===== src/rtl/a2d_pkg.sv =====
// Shared types and helpers for the A2D round-robin sequencer.
package a2d_pkg;

  typedef enum logic [2:0] {IDLE, CMD1, WAIT1, GAP, CMD2, WAIT2, STORE} a2d_state_t;
  typedef enum logic [1:0] {R_LFT, R_RGHT, R_BATT} robin_t;

  function automatic logic [15:0] make_cmd(input logic [2:0] ch);
    return {2'b00, ch, 11'h000};
  endfunction

  // The unused encoding 3 folds back to LFT so the pointer self-heals.
  function automatic robin_t robin_next(input robin_t r);
    case (r)
      R_LFT:   return R_RGHT;
      R_RGHT:  return R_BATT;
      default: return R_LFT;
    endcase
  endfunction

endpackage


===== src/rtl/a2d_round_robin_ctrl.sv =====
// Round-robin A2D sequencer: each nxt runs a two-frame ADC128S conversion
// (address frame, then read frame) and latches the 12-bit result.
module a2d_round_robin_ctrl
  import a2d_pkg::*;
#(
  parameter logic [2:0] LFT_CH  = 3'd0,
  parameter logic [2:0] RGHT_CH = 3'd4,
  parameter logic [2:0] BATT_CH = 3'd5
) (
  input  logic        clk,
  input  logic        rst_n,
  input  logic        nxt,
  input  logic        done,
  input  logic [15:0] rd_data,
  output logic        wrt,
  output logic [15:0] cmd,
  output logic [11:0] lft_ld,
  output logic [11:0] rght_ld,
  output logic [11:0] batt,
  output logic        cnv_cmplt,
  output logic        busy
);

  a2d_state_t  state_q, state_d;
  robin_t      ptr_q, ptr_d;
  logic [15:0] cmd_q, cmd_d;
  logic [11:0] lft_q, lft_d, rght_q, rght_d, batt_q, batt_d;
  logic        busy_q, busy_d;
  logic [2:0]  chan;
  logic        unused_rd_hi;

  assign unused_rd_hi = ^rd_data[15:12];

  always_comb begin
    case (ptr_q)
      R_RGHT:  chan = RGHT_CH;
      R_BATT:  chan = BATT_CH;
      default: chan = LFT_CH;
    endcase
  end

  always_ff @(posedge clk or negedge rst_n) begin
    if (!rst_n) begin
      state_q <= IDLE;
      ptr_q   <= R_LFT;
      cmd_q   <= 16'h0000;
      lft_q   <= 12'h000;
      rght_q  <= 12'h000;
      batt_q  <= 12'h000;
      busy_q  <= 1'b0;
    end else begin
      state_q <= state_d;
      ptr_q   <= ptr_d;
      cmd_q   <= cmd_d;
      lft_q   <= lft_d;
      rght_q  <= rght_d;
      batt_q  <= batt_d;
      busy_q  <= busy_d;
    end
  end

  always_comb begin
    state_d   = state_q;
    ptr_d     = ptr_q;
    cmd_d     = cmd_q;
    lft_d     = lft_q;
    rght_d    = rght_q;
    batt_d    = batt_q;
    busy_d    = busy_q;
    wrt       = 1'b0;
    cnv_cmplt = 1'b0;
    case (state_q)
      IDLE: begin
        // cmd is loaded here so its new value first appears in CMD1.
        if (nxt) begin
          cmd_d   = make_cmd(chan);
          busy_d  = 1'b1;
          state_d = CMD1;
        end
      end
      CMD1: begin
        wrt     = 1'b1;
        state_d = WAIT1;
      end
      WAIT1: if (done) state_d = GAP;
      GAP:   state_d = CMD2;
      CMD2: begin
        wrt     = 1'b1;
        state_d = WAIT2;
      end
      WAIT2: begin
        // ptr is still pointing at the channel addressed in CMD1.
        if (done) begin
          case (ptr_q)
            R_LFT:   lft_d  = rd_data[11:0];
            R_RGHT:  rght_d = rd_data[11:0];
            R_BATT:  batt_d = rd_data[11:0];
            default: ;
          endcase
          state_d = STORE;
        end
      end
      STORE: begin
        cnv_cmplt = 1'b1;
        busy_d    = 1'b0;
        ptr_d     = robin_next(ptr_q);
        state_d   = IDLE;
      end
      default: state_d = IDLE;
    endcase
  end

  assign cmd     = cmd_q;
  assign lft_ld  = lft_q;
  assign rght_ld = rght_q;
  assign batt    = batt_q;
  assign busy    = busy_q;

endmodule

===== config.mk =====
export PLATFORM = sky130hd
export DESIGN_NAME = a2d_round_robin_ctrl
export DESIGN_NICKNAME = d
export VERILOG_FILES = /design/src/rtl/a2d_pkg.sv /design/src/rtl/a2d_round_robin_ctrl.sv
export SDC_FILE = /design/constraint.sdc
export NUM_CORES = 1
export LEC_CHECK = 0
export BUFFER_PORTS_ARGS = -buffer_cell sky130_fd_sc_hd__buf_4
export CAP_MARGIN = 20
export CORE_ASPECT_RATIO = 1.5
export CORE_MARGIN = 3
export CORE_UTILIZATION = 40
export DETAILED_ROUTE_END_ITERATION = 7
export PLACE_DENSITY = 0.65
export SLEW_MARGIN = 30
export SYNTH_ARGS = -nofsm -noshare
export SYNTH_HDL_FRONTEND = slang
export SYNTH_SLANG_ARGS = --single-unit

===== constraint.sdc =====
create_clock -name clk -period 1.6 [get_ports clk]
set_input_delay 0.32 -clock clk [delete_from_list [all_inputs] [get_ports clk]]
set_output_delay 0.32 -clock clk [all_outputs]
set_load 0.1 [all_outputs]

==> run metrics <==
Max-Cap Viols=0; Netlist cell types=22; Startpoint Class=flop; Clk pin slew, worst setup/hold paths=80 ps; I/O Pins=75; CTS Sinks=44; hpwl dp=~2.9 mm; post-synth top area cell=dfrtp_1; largest net degree at the start of global routing=45; first-pass GRT wire length=about 6.3 mm; post-synthesis cell count=approximately 140; GR Overflow Total=0; Final Util=around 54%; placer congestion estimate=between 0.6 and 0.7; final-report hold violation count=0; largest family of logic cells by synthesized area=multiplexers; critical path class=flop to primary output; Slew Viols, Final=0; Iteration-0 DRC Markers=38; Area contributors post-synth=dfrtp_1 53%, mux2_4 22%, buf_4 5.8%; Area Growth Syn to Fin=29.05%; Period Utilization, post-route=99.74%; core region area=slightly below 5000 um^2; worst hold-check path type=input pin to async pin; reg2reg start=state_q[0]$_DFFE_PN0P_; starting density of the core=between 40% and 50%; Via density=between 4 and 5; number of antenna violations at the first check in global routing=0; die height=~94 um; Root Buffer=clkbuf_8; simple logic cell fraction of the synthesized area=roughly 4.4%; final worst slack=4.187 ps; multiplexer share of the synthesized area=between 20% and 30%; Post-Route WL=between 4 and 5 mm; final period demand of the worst path=between 1500 and 2000 ps; dpl ws=approximately 90 ps; status=finished clean; Synth Cell Area=roughly 2100 um^2; Synth Area in Adders=3.639%; Placed Instance Area=~2500 um^2; number of remaining DRC errors=0; clk_skew=between 6 and 7 ps; Avg Cell Area, Syn=roughly 15 um^2; register area share after synthesis=roughly 53%; H-tree depth=2; die area=about 6000 um^2; CTS Buf Count=5; Rel. slew slack=about two thirds; ANT nets after route=0; RSZ-0062 raised after global routing=yes; design area=roughly 2700 um^2; fill count=431; Fmax=between 0.6 and 0.7 GHz; Placement Rows=31; CP required=1280 ps; Pre-antenna DRT Iters=4; CTS Buffer Depth=2; routed vias=~1.2k; worst skew pair latency=approximately 290 ps; commonest non-fill, non-tap cell in the layout=buf_4; synthesized flop and latch total=between 40 and 50; R2R Path End=batt[9]$_DFFE_PN0P_; CTS tree=yes; CTS Hold Bufs=0; area of the multi-input gates=roughly 860 um^2; PortBufs=56; Final nets=around 220; Compound-Gate Fraction of Synth Area=under 10%; FF-to-FF setup slack=around 10 ps; worst-path maximum fanout=6; # diodes=0; Reg2Reg Depth=4; WP data arrival=roughly 1300 ps; DIE WIDTH=64.64 um; DR WL/cell=between 15 and 20 um; Ys Warns=0; Worst Setup End Kind=primary output; top-area cell type share of the netlist area=53.37%; layout cells sized above 1=between 50% and 60%; most frequent cells in the layout=58 x buf_4, 42 x dfrtp_1, 30 x mux2_4; Worst-Margin Slew=511.8 ps; total global-route track usage=between 10% and 20%; vias in the first global route=~1.2k; setup violators final=0; final hold slack=~6.0 ps; Storage cell area=roughly 1100 um^2; XOR/XNOR Fraction of Synth Area=less than 1%
final cells by class:
cell class	instances	area share (%)
inverter	4	0.7049
sequential	44	41.45
tap	66	3.102
timing repair buffer	60	17.86
clock inverter	2	1.457
clock buffer	6	3.102
multi-input combinational	81	32.33
cells in the mapped netlist (all sizes together):
master and instances:
a21oi 2, a31o 1, and4b 1, buf 20
conb 1, dfrtp 44, ha 6, inv 4
mux2 40, nand2 5, nand3 1, nand3b 1
nor2 2, nor4b 1, o21ai 4, o21bai 1
or2b 1, xnor2 1
per-stage QoR:
stage | TNS [ps] | instances
3_5_place_dp | 0 | 252
2_1_floorplan | 0 | 149
5_1_grt | -68.41 | 263
3_3_place_gp | 0 | 252
4_1_cts | -16.19 | 262
6_report | 0 | 263
repair_timing:
| item | in CTS | in global routing |
|---|---|---|
| endpoints found under the setup margin | 2 | 3 |
| hold endpoints to repair | 0 | 0 |
| cloned | 0 | 0 |
| gates resized for setup | 7 | 3 |
| setup buffers | 2 | 1 |
sequential cells by signal, indices dropped and copies added, names as in the netlist:
signal / count
rght_ld: 12
ptr_q: 2
lft_ld: 12
cmd: 2
state_q: 3
batt: 12
busy: 1
routing by layer:
metal,wire (um),vias to the layer above,track usage (%)
li1,-,551,-
met1,1691,604,16.89
met2,2027,52,22.41
met3,261,5,3.832
met4,73,0,5.820
met5,0,-,0
cells by family after synthesis:
kind of cell,Yosys count
flops,44
mux,40
buf+inv,24
simple gates,12
compound gates,8
fa+ha+maj,6
other cells,1
xor+xnor,1
worst max-delay path by stage:
stage	endpoint	cells after the start	start	slack (ps)
2_1_floorplan	cnv_cmplt	3	state_q[1]$_DFFE_PN0P_	140
3_3_place_gp	cnv_cmplt	3	state_q[0]$_DFFE_PN0P_	140
3_5_place_dp	cmd[13]$_DFFE_PN0P_	2	state_q[0]$_DFFE_PN0P_	90
4_1_cts	cnv_cmplt	3	state_q[0]$_DFFE_PN0P_	-20
5_1_grt	cnv_cmplt	3	state_q[0]$_DFFE_PN0P_	-50
6_report	cnv_cmplt	3	state_q[0]$_DFFE_PN0P_	4
worst max-delay path, stage by stage, from the launching register on:
cell and delay, ps:
dfrtp_2 460, nand3b_1 230, clkinvlp_4 120, buf_12 170
Power is not shown: default switching activity piles up to over one toggle a cycle in this logic, so the estimate is an artifact.
